`src/rtl/alu_sequencer_pkg.sv`:
```
// Shared encodings for the ALU sequencer and the ALU top it drives:
// opcodes, FSM states and the one-hot mux select constants.
package alu_sequencer_pkg;

  typedef enum logic [2:0] {
    OP_AND   = 3'd0,
    OP_OR    = 3'd1,
    OP_NOT   = 3'd2,
    OP_XOR   = 3'd3,
    OP_ADD   = 3'd4,
    OP_SUB   = 3'd5,
    OP_MULT  = 3'd6,
    OP_CLEAR = 3'd7
  } op_e;

  typedef enum logic [1:0] {
    ST_IDLE    = 2'd0,
    ST_ISSUE   = 2'd1,
    ST_CAPTURE = 2'd2,
    ST_RESPOND = 2'd3
  } state_e;

  localparam logic [2:0] IN_SEL_RESET   = 3'b100;
  localparam logic [2:0] IN_SEL_LOAD    = 3'b010;
  localparam logic [2:0] IN_SEL_PERSIST = 3'b001;
  localparam logic [6:0] OUT_SEL_NONE   = 7'b000_0000;

  // CLEAR has no ALU output lane, so it selects nothing.
  function automatic logic [6:0] out_sel_of(input op_e op);
    logic [6:0] sel;
    sel = OUT_SEL_NONE;
    if (op != OP_CLEAR) sel = 7'b000_0001 << op;
    return sel;
  endfunction

endpackage

```
`src/rtl/sync_fifo.sv`:
```
// Single-clock first-word-fall-through FIFO; pointers carry one extra
// bit so full and empty are distinguishable when the indices match.
module sync_fifo #(
  parameter int W     = 11,
  parameter int DEPTH = 4
) (
  input  logic         i_clk,
  input  logic         i_rst,
  input  logic         i_wr_en,
  input  logic [W-1:0] i_wr_data,
  input  logic         i_rd_en,
  output logic [W-1:0] o_rd_data,
  output logic         o_full,
  output logic         o_empty
);
  localparam int AW = $clog2(DEPTH);

  logic [AW:0]  r_wptr, r_rptr;
  logic [W-1:0] r_mem [DEPTH];
  logic         w_wr, w_rd;

  assign o_empty = (r_wptr == r_rptr);
  assign o_full  = (r_wptr[AW] != r_rptr[AW]) && (r_wptr[AW-1:0] == r_rptr[AW-1:0]);
  // A write into a full FIFO is legal when the head leaves on the same edge.
  assign w_wr    = i_wr_en && (!o_full || i_rd_en);
  assign w_rd    = i_rd_en && !o_empty;
  assign o_rd_data = r_mem[r_rptr[AW-1:0]];

  always_ff @(posedge i_clk) begin
    if (i_rst) begin
      r_wptr <= '0;
      r_rptr <= '0;
    end else begin
      if (w_wr) r_wptr <= r_wptr + 1'b1;
      if (w_rd) r_rptr <= r_rptr + 1'b1;
    end
  end

  always_ff @(posedge i_clk) begin
    if (w_wr) r_mem[r_wptr[AW-1:0]] <= i_wr_data;
  end

endmodule

```
`src/rtl/alu_sequencer.sv`:
```
// Queues ALU commands and sequences each one through load/persist on an
// external ALU, holding the accumulator and the response handshake.
module alu_sequencer
  import alu_sequencer_pkg::*;
#(
  parameter int WIDTH = 8,
  parameter int DEPTH = 4
) (
  input  logic             i_clk,
  input  logic             i_rst,
  input  logic             i_on,
  input  logic             i_cmd_valid,
  output logic             o_cmd_ready,
  input  logic [2:0]       i_cmd_op,
  input  logic [WIDTH-1:0] i_cmd_operand,
  output logic [2:0]       o_alu_in_sel,
  output logic [WIDTH-1:0] o_alu_num1,
  output logic [WIDTH-1:0] o_alu_num2,
  output logic [6:0]       o_alu_out_sel,
  input  logic [WIDTH-1:0] i_alu_result,
  input  logic             i_alu_ovf,
  output logic             o_rsp_valid,
  input  logic             i_rsp_ready,
  output logic [WIDTH-1:0] o_rsp_data,
  output logic             o_rsp_err,
  output logic             o_sticky_err
);
  state_e             r_state, w_state_nxt;
  op_e                r_op;
  logic [WIDTH-1:0]   r_operand, r_acc, r_rsp_data;
  logic               r_rsp_err, r_sticky;
  logic               w_full, w_empty, w_pop, w_push, w_ovf_hit;
  logic [WIDTH+2:0]   w_head;

  assign w_pop       = (r_state == ST_IDLE) && i_on && !w_empty;
  assign o_cmd_ready = !w_full || w_pop;
  assign w_push      = i_cmd_valid && o_cmd_ready;
  assign w_ovf_hit   = (r_op == OP_MULT) && i_alu_ovf;

  sync_fifo #(.W(WIDTH + 3), .DEPTH(DEPTH)) u_cmd_fifo (
    .i_clk    (i_clk),
    .i_rst    (i_rst),
    .i_wr_en  (w_push),
    .i_wr_data({i_cmd_op, i_cmd_operand}),
    .i_rd_en  (w_pop),
    .o_rd_data(w_head),
    .o_full   (w_full),
    .o_empty  (w_empty)
  );

  always_comb begin
    w_state_nxt = r_state;
    case (r_state)
      ST_IDLE:    if (w_pop) w_state_nxt = ST_ISSUE;
      ST_ISSUE:   w_state_nxt = ST_CAPTURE;
      ST_CAPTURE: w_state_nxt = ST_RESPOND;
      ST_RESPOND: if (i_rsp_ready) w_state_nxt = ST_IDLE;
      default:    w_state_nxt = ST_IDLE;
    endcase
  end

  always_comb begin
    o_alu_in_sel  = IN_SEL_PERSIST;
    o_alu_out_sel = OUT_SEL_NONE;
    o_alu_num1    = r_acc;
    o_alu_num2    = '0;
    if (r_state == ST_ISSUE) begin
      o_alu_in_sel  = (r_op == OP_CLEAR) ? IN_SEL_RESET : IN_SEL_LOAD;
      o_alu_out_sel = out_sel_of(r_op);
      o_alu_num2    = r_operand;
    end else if (r_state == ST_CAPTURE) begin
      o_alu_out_sel = out_sel_of(r_op);
      o_alu_num2    = r_operand;
    end
  end

  always_ff @(posedge i_clk) begin
    if (i_rst) begin
      r_state    <= ST_IDLE;
      r_op       <= OP_AND;
      r_operand  <= '0;
      r_acc      <= '0;
      r_rsp_data <= '0;
      r_rsp_err  <= 1'b0;
      r_sticky   <= 1'b0;
    end else begin
      r_state <= w_state_nxt;
      if (w_pop) begin
        r_op      <= op_e'(w_head[WIDTH+2:WIDTH]);
        r_operand <= w_head[WIDTH-1:0];
      end
      if (r_state == ST_CAPTURE) begin
        if (r_op == OP_CLEAR) begin
          r_acc      <= '0;
          r_rsp_data <= '0;
          r_rsp_err  <= 1'b0;
          r_sticky   <= 1'b0;
        end else begin
          r_acc      <= i_alu_result;
          r_rsp_data <= i_alu_result;
          r_rsp_err  <= w_ovf_hit;
          if (w_ovf_hit) r_sticky <= 1'b1;
        end
      end
    end
  end

  assign o_rsp_valid  = (r_state == ST_RESPOND);
  assign o_rsp_data   = r_rsp_data;
  assign o_rsp_err    = r_rsp_err;
  assign o_sticky_err = r_sticky;

endmodule

```
`config.mk`:
```
export PLATFORM = sky130hd
export DESIGN_NAME = alu_sequencer
export DESIGN_NICKNAME = d
export VERILOG_FILES = /design/src/rtl/alu_sequencer_pkg.sv /design/src/rtl/sync_fifo.sv /design/src/rtl/alu_sequencer.sv
export SDC_FILE = /design/constraint.sdc
export NUM_CORES = 1
export LEC_CHECK = 0
export CORE_MARGIN = 8
export CORE_UTILIZATION = 51
export DETAILED_ROUTE_END_ITERATION = 8
export HOLD_SLACK_MARGIN = 0.05
export MAX_ROUTING_LAYER = met4
export PLACE_DENSITY = 0.83
export SLEW_MARGIN = 0
export SYNTH_ARGS = -nofsm -noshare
export SYNTH_HDL_FRONTEND = slang
export SYNTH_SLANG_ARGS = --single-unit
```
`constraint.sdc`:
```
create_clock -name i_clk -period 2.06 [get_ports i_clk]
set_input_delay 0.412 -clock i_clk [delete_from_list [all_inputs] [get_ports i_clk]]
set_output_delay 0.412 -clock i_clk [all_outputs]
set_load 0.01 [all_outputs]
```
# ---- After elaboration in Yosys (flattened, before gate mapping)
# Memories as Yosys holds them, arrays and structs flattened. A register that Yosys moved wholly into a read port is not among the register bits.
# Index checks and enable logic that the tools add are counted.
dict set report word_totals {
  in_bits 25
  ff_bits 18
  elab_cells 51
  n_memories 1
  ram_bits 44
  output_inout_bits 38
}
dict set report classes {
  n_addsub 2
  n_reduce_logical 14
  n_shift 1
  n_eq_ne 11
  n_mux 16
}
# memory words word_bits read_ports rd_ports_with_merged_regs wr line_no
set mem_list {}
lappend mem_list {u_cmd_fifo.r_mem 4 11 1 1 1 sync_fifo.sv:19} ;# logic [W-1:0] r_mem [DEPTH];
# op count
set ops {}
lappend ops {{8-bit 2-to-1 mux} 3}
lappend ops {{7-bit 2-to-1 mux} 3}
lappend ops {{2-bit case mux with 4 select lines} 1}
lappend ops {{1-bit logical AND} 7}
lappend ops {{1-bit by 3-bit << shifter with 7-bit output, first input constant} 1}
lappend ops {{3-bit by 1-bit adder with 3-bit output, second input constant} 2}
lappend ops {{3-bit == test, second input constant} 2}
lappend ops {{3-bit 2-to-1 mux} 2}
lappend ops {{1-bit 2-to-1 mux} 5}
lappend ops {{2-bit == test, second input constant} 2}
lappend ops {{2-bit 2-to-1 mux} 2}
lappend ops {{2-bit by 1-bit != test with 1-bit output, second input constant} 2}
lappend ops {{2-bit AND reduction} 2}
lappend ops {{3-bit == test} 1}
lappend ops {{3-bit != test, second input constant} 1}
lappend ops {{2-bit by 1-bit == test with 1-bit output, second input constant} 1}
lappend ops {{2-bit == test} 1}
lappend ops {{1-bit logical NOT} 2}
lappend ops {{2-bit logical NOT} 1}
lappend ops {{2-bit nonzero test} 1}
lappend ops {{1-bit logical OR} 1}
lappend ops {{1-bit != test} 1}

# ---- Logic depth before layout (Yosys ltp)
dict set report depth {
  depth_word 8
  mapped_depth 7
  mapped_depth_nobuf 6
}

# ---- Hierarchy
# Synthesis repeated with hierarchy kept, for this count alone.
dict set report unflattened {
  hier_cells 253
  area_unflattened_um2 3397.0
}
# module area_per_inst_um2 seq_area_each_um2 n_inst cells_each
set modules_own_cells {}
lappend modules_own_cells {sync_fifo 2127.0 1481.4 1 112}
lappend modules_own_cells {alu_sequencer 1270.0 460.4 1 141}

# ---- Worst setup path after synthesis
# OpenSTA, ideal clock, no wires.
dict set report synth_timing {
  kind {register to register}
  start {register r_state[0]}
  end {memory u_cmd_fifo.r_mem[0][0] (enable)}
  synth_period_minus_slack_ps 1775
  t_required_ps 1711
  n_path_buf 0
  arrival_time_ps 1426
  path_stages_with_launch 6
  setup_ps 349
  setup_slack_ps 285
  path_cell_list {dfxtp_1 -> inv_1 -> ha_1 -> nand2_1 -> a41oi_2 -> and2_1}
}
dict set report synth_via {
  elab_chain_len 8
}
# item line_no
set synth_rtl {}
lappend synth_rtl {{from (decl)} alu_sequencer.sv:28} ;# state_e r_state, w_state_nxt;
lappend synth_rtl {{from (signal assigned)} alu_sequencer.sv:87} ;# r_state <= w_state_nxt;
lappend synth_rtl {{2-bit logical NOT (*)} alu_sequencer.sv:35} ;# assign w_pop = (r_state == ST_IDLE) && i_on && !w_empty;
lappend synth_rtl {{1-bit logical AND (*) (2 in a row)} alu_sequencer.sv:35}
lappend synth_rtl {{1-bit logical OR (*)} {sync_fifo.sv:25, alu_sequencer.sv:36}}
lappend synth_rtl {{1-bit logical AND} alu_sequencer.sv:37} ;# assign w_push = i_cmd_valid && o_cmd_ready;
lappend synth_rtl {{1-bit logical AND (*)} sync_fifo.sv:25} ;# assign w_wr = i_wr_en && (!o_full || i_rd_en);
lappend synth_rtl {{1-bit 2-to-1 mux (*)} sync_fifo.sv:40} ;# if (w_wr) r_mem[r_wptr[AW-1:0]] <= i_wr_data;
lappend synth_rtl {{1-bit 2-to-1 mux (not written as such) (*)} sync_fifo.sv:40}
lappend synth_rtl {{to (decl)} sync_fifo.sv:19}
# Every way passes the cells marked *; elsewhere a longest branch is shown, timed or not.

# ---- Worst setup path after layout
dict set report layout_timing {
  start {register r_state[0]}
  end {output port o_alu_out_sel[3]}
}
dict set report layout_via {
  elab_chain_len 3
  elab_cells_between_ends 4
  classes_between {2 x eq/ne; 2 x mux}
}
# item line_no
set layout_rtl {}
lappend layout_rtl {{2-bit == test} alu_sequencer.sv:71} ;# end else if (r_state == ST_CAPTURE) begin
lappend layout_rtl {{7-bit 2-to-1 mux} alu_sequencer.sv:71}
lappend layout_rtl {{7-bit 2-to-1 mux (*)} alu_sequencer.sv:67} ;# if (r_state == ST_ISSUE) begin
lappend layout_rtl {{to (decl)} alu_sequencer.sv:19} ;# output logic [6:0] o_alu_out_sel,
# Marks and branches as above.

==> report_table.html <==
<table>
<tr><th>Metric</th><th>Value</th></tr>
<tr><th colspan="2">CTS</th></tr>
<tr><td>Hold Buf Count CTS</td><td>0</td></tr>
<tr><td>Buffer levels on the longest clock path</td><td>2</td></tr>
<tr><td>Number of sinks driven by the clock tree</td><td>73</td></tr>
<tr><td>Clock transition time at the flip-flop clock pins of the worst setup and hold paths</td><td>70 ps</td></tr>
<tr><td>H-Tree Depth</td><td>3</td></tr>
<tr><td>Clock root buffer</td><td>clkbuf_8</td></tr>
<tr><td>CTS tree</td><td>yes</td></tr>
<tr><td>Insertion delay of the later-clocked pin in the worst-skew pair</td><td>roughly 340 ps</td></tr>
<tr><td>Number of buffers created by CTS</td><td>9</td></tr>
<tr><th colspan="2">Pwr</th></tr>
<tr><td>P_int</td><td>3.22 mW</td></tr>
<tr><td>Fraction of power spent switching nets</td><td>0.293</td></tr>
<tr><td>Switching power</td><td>around 1.3 mW</td></tr>
<tr><td>Leakage power of the design</td><td>between 1.5 and 2 nW</td></tr>
<tr><td>Post-route total power</td><td>4.55 mW</td></tr>
<tr><td>Reg power frac</td><td>0.405</td></tr>
<tr><td>Comb pwr share</td><td>0.328</td></tr>
<tr><td>Maximum ir drop on the vdd rail</td><td>747 µV</td></tr>
<tr><td>Clock share of power</td><td>0.266</td></tr>
<tr><td>Power density over cell area</td><td>1090 nW/µm²</td></tr>
<tr><th colspan="2">STA</th></tr>
<tr><td>Setup_tns</td><td>0 ps</td></tr>
<tr><td>Final count of pins violating max slew</td><td>0</td></tr>
<tr><td>Max-slew headroom</td><td>0.770</td></tr>
<tr><td>Minimum clock period</td><td>1980 ps</td></tr>
<tr><td>Clock tree skew after final layout</td><td>4.74 ps</td></tr>
<tr><td>Final Hold Vio Count</td><td>0</td></tr>
<tr><td>Period utilization</td><td>0.962</td></tr>
<tr><td>Actual transition at the worst max-transition pin</td><td>344 ps</td></tr>
<tr><td>Total setup violations reported at the end of the flow</td><td>0</td></tr>
<tr><td>Worst-case setup margin in the final layout</td><td>~78 ps</td></tr>
<tr><td>Setup repair after global routing missed its margin</td><td>false</td></tr>
<tr><td>Achievable clock frequency</td><td>0.505 GHz</td></tr>
<tr><td>Hold_ws</td><td>487 ps</td></tr>
<tr><th colspan="2">Setup path</th></tr>
<tr><td>Minimum setup slack among reg-to-reg paths</td><td>210 ps</td></tr>
<tr><td>Data arrival at the endpoint of the critical path</td><td>1570 ps</td></tr>
<tr><td>Crit-path max FO</td><td>4</td></tr>
<tr><td>Beginning of the worst register-to-register path</td><td>r_state[0]</td></tr>
<tr><td>CP Data Required Time</td><td>between 1500 and 2000 ps</td></tr>
<tr><td>Reg2Reg Capture Point</td><td>u_cmd_fifo.r_mem[1][4]</td></tr>
<tr><td>Setup CP Type</td><td>flip-flop to primary output</td></tr>
<tr><td>Worst setup EP type</td><td>primary output</td></tr>
<tr><td>Startpoint types</td><td>flip-flop</td></tr>
<tr><td>Worst Reg-to-Reg Cells</td><td>7</td></tr>
<tr><th colspan="2">Floorplan</th></tr>
<tr><td>Floorplan row count</td><td>28</td></tr>
<tr><td>DIE WIDTH</td><td>94.7 µm</td></tr>
<tr><td>Initial core utilization</td><td>0.531</td></tr>
<tr><td>Die Y</td><td>94.7 µm</td></tr>
<tr><td>Core region area</td><td>5960 µm²</td></tr>
<tr><td>Area enclosed by the die boundary</td><td>8970 µm²</td></tr>
<tr><td>I/O Pins</td><td>63</td></tr>
<tr><th colspan="2">Finish</th></tr>
<tr><td>Area grow syn2layout</td><td>32.5%</td></tr>
<tr><td>Final #Nets</td><td>between 300 and 400</td></tr>
<tr><td>Layout cells sized above 1</td><td>0.205</td></tr>
<tr><td>Number of diodes added for antenna fixing</td><td>0</td></tr>
<tr><td>Final non-filler cell total</td><td>between 300 and 400</td></tr>
<tr><th colspan="2">Yosys</th></tr>
<tr><td>Summed instance area of the synthesized netlist</td><td>3160 µm²</td></tr>
<tr><td>Proportion of synthesized area in mux cells</td><td>0.154</td></tr>
<tr><td>Sequential-to-total area share from yosys stat</td><td>0.602</td></tr>
<tr><td>Area fraction in compound gates after synthesis</td><td>0.0348</td></tr>
<tr><td>Synthesized Nets</td><td>257</td></tr>
<tr><td>Post-synthesis xor/xnor area fraction</td><td>0.0241</td></tr>
<tr><td>Flop and latch count out of synthesis</td><td>73</td></tr>
<tr><td>Number of distinct standard cells referenced by the synthesized netlist</td><td>36</td></tr>
<tr><td>Synthesis warning total</td><td>0</td></tr>
<tr><td>Main combinational cell family by area after synthesis</td><td>multiplexers</td></tr>
<tr><td>Synthesized-area fraction occupied by and/or/nand/nor cells</td><td>0.0986</td></tr>
<tr><td>Mean instance size in the synthesized netlist</td><td>14.2 µm²</td></tr>
<tr><td>Post-Synth Adder-Cell Area</td><td>0.0396</td></tr>
<tr><td>Gate Count Post-Synth</td><td>222</td></tr>
<tr><th colspan="2">Placed design</th></tr>
<tr><td>Final Wtd Congestion</td><td>0.748</td></tr>
<tr><td>Place WS</td><td>-10.4 ps</td></tr>
<tr><td>I/O Buffers</td><td>62</td></tr>
<tr><td>Post-detail-place hpwl</td><td>about 4400 µm</td></tr>
<tr><td>Placed insts</td><td>355</td></tr>
<tr><th colspan="2">Route</th></tr>
<tr><td>Violation count after the first detailed-route iteration</td><td>131</td></tr>
<tr><td>Total routed wirelength</td><td>6110 µm</td></tr>
<tr><td>DR vias</td><td>1936</td></tr>
<tr><td>First-pass DRT Iterations</td><td>4</td></tr>
<tr><td>Wirelength per Cell</td><td>16.4 µm</td></tr>
<tr><td>Count of nets left with antenna violations after detail routing</td><td>0</td></tr>
<tr><td>Via-per-instance ratio</td><td>between 5 and 6</td></tr>
<tr><td>Drc violations</td><td>0</td></tr>
<tr><th colspan="2">Global route</th></tr>
<tr><td>Global-route congestion overflow total</td><td>0</td></tr>
<tr><td>First-pass GRT wire length</td><td>10000 µm</td></tr>
<tr><td>Via count of the first global-routing pass</td><td>2023</td></tr>
<tr><td>Maximum number of pins on one net before global-route repair</td><td>19</td></tr>
<tr><td>GRT Total Usage</td><td>0.151</td></tr>
<tr><td>Antenna violations before repair</td><td>0</td></tr>
<tr><th colspan="2">Job</th></tr>
<tr><td>Number of max-cap violations</td><td>0</td></tr>
<tr><th colspan="2">Min path</th></tr>
<tr><td>Hold Crit Start</td><td>o_sticky_err</td></tr>
<tr><td>Hold path endpoint</td><td>o_sticky_err</td></tr>
<tr><td>Hold Crit Class</td><td>flip-flop to flip-flop</td></tr>
<tr><td>Worst Hold Path Cells</td><td>2</td></tr>
<tr><th colspan="2">Run status</th></tr>
<tr><td>Run status</td><td>finished, final reports clean</td></tr>
</table>
==> cell type report <==
| type | instances | area, µm² |
|---|---|---|
| multi-input combinational | 124 | 1170 |
| timing repair buffer | 79 | 773 |
| fill | 423 | 1770 |
| tap | 75 | 93.8 |
| clock inverter | 3 | 43.8 |
| sequential | 73 | 1910 |
| inverter | 6 | 22.5 |
| clock buffer | 13 | 180 |
==> layer usage <==
layer	vias to the layer above	wire [µm]	GRT usage
met1	928	2550	0.167
met3	10	446	0.0452
li1	933	-	-
met4	0	69	0.0546
met5	-	0	-
met2	65	3050	0.253
==> registers in the layout (all words and copies together) (netlist names) <==
signal             count
u_cmd_fifo.r_mem      44
o_rsp_data             8
r_operand              8
r_op                   3
u_cmd_fifo.r_rptr      3
u_cmd_fifo.r_wptr      3
r_state                2
o_rsp_err              1
o_sticky_err           1
==> synthesized netlist by cell type, drive strengths merged <==
master,n,area (µm²)
dfxtp,29,581
a31oi,2,27.5
nand4,2,12.5
edfxtp,44,1320
clkbuf,4,15.0
nand3,1,5.00
nor3b,1,7.51
nand2,3,11.3
a41oi,3,41.3
inv,6,22.5
xnor2,6,67.6
o21ai,1,5.00
and2,4,25.0
nor2,31,119
buf,15,113
and3,1,6.26
xor2,1,8.76
a211oi,1,7.51
nand3b,1,11.3
a21bo,1,10.0
a41o,1,10.0
mux4,11,255
mux2i,23,230
nand2b,6,37.5
nor2b,8,50.1
nor4,1,6.26
nor3,4,20.0
ha,10,125
a21oi,1,8.76
==> stage by stage <==
step / area (µm²) / utilization
2_1_floorplan: 3160 / -
3_3_place_gp: 3910 / 0.657
3_5_place_dp: 3910 / 0.657
4_1_cts: 4160 / 0.699
5_1_grt: 4190 / 0.703
6_report: 4190 / 0.703
==> power groups by stage <==
stage / Clock [mW] / Combinational (mW) / Sequential (mW)
3_3_place_gp: 0 / 1.41 / 1.84
4_1_cts: 1.25 / 1.47 / 1.83
3_5_place_dp: 0 / 1.44 / 1.85
6_report: 1.21 / 1.49 / 1.84
2_1_floorplan: 0 / 0.929 / 1.82
5_1_grt: 1.31 / 1.64 / 1.87
==> kinds of logic (layout without fill, tap and decap cells) <==
logic type	Yosys count	in the layout
multiplexers	34	34
AND/OR/NAND/NOR	63	63
flip-flops	73	73
buffers and inverters	25	101
XOR/XNOR	7	7
adder cells (fa/ha/maj)	10	10
AO/OA/AOI/OAI	10	10
==> placed cells by master, fill, tap and decap left out, types with 6 or more instances in the layout <==
| cell | synthesis | final |
|---|---|---|
| buf_4 | 9 | 12 |
| clkbuf_8 | 0 | 11 |
| clkdlybuf4s50_1 | 0 | 44 |
| dfxtp_1 | 29 | 27 |
| dlygate4sd2_1 | 0 | 12 |
| edfxtp_1 | 44 | 44 |
| ha_1 | 10 | 7 |
| mux2i_1 | 23 | 23 |
| mux4_2 | 9 | 9 |
| nand2b_1 | 6 | 6 |
| nor2_1 | 30 | 29 |
| nor2b_1 | 8 | 8 |
==> worst max-delay path by stage <==
| stage | cells past startpoint | slack (ps) | to | from |
|---|---|---|---|---|
| final | 5 | 80 | o_alu_out_sel[3] | r_state[0] |
| after global routing | 6 | 0.3 | o_alu_num2[3] | r_state[1] |
| after CTS | 6 | -10 | o_alu_num2[6] | r_state[1] |
| after detailed placement | 6 | -10 | u_cmd_fifo.r_mem[1][2] | i_on |
| after global placement | 6 | 50 | u_cmd_fifo.r_mem[2][2] | i_on |
| after floorplan | 5 | 290 | u_cmd_fifo.r_mem[0][0] | r_state[0] |
==> what timing repair did <==
| item | 4_1_cts | 5_1_grt |
|---|---|---|
| pin swaps | 1 | 0 |
| gates resized for setup | 37 | 11 |
| setup buffers | 1 | 1 |
| endpoints found under the setup margin | 19 | 15 |
==> critical path, cell delays in order (launching register included) <==
cell and delay [ps]:
dfxtp_4 380, inv_2 70, ha_4 170, o21ai_1 230, nor2_1 80, dlygate4sd2_1 290
Power figures use the tool's default switching activity.
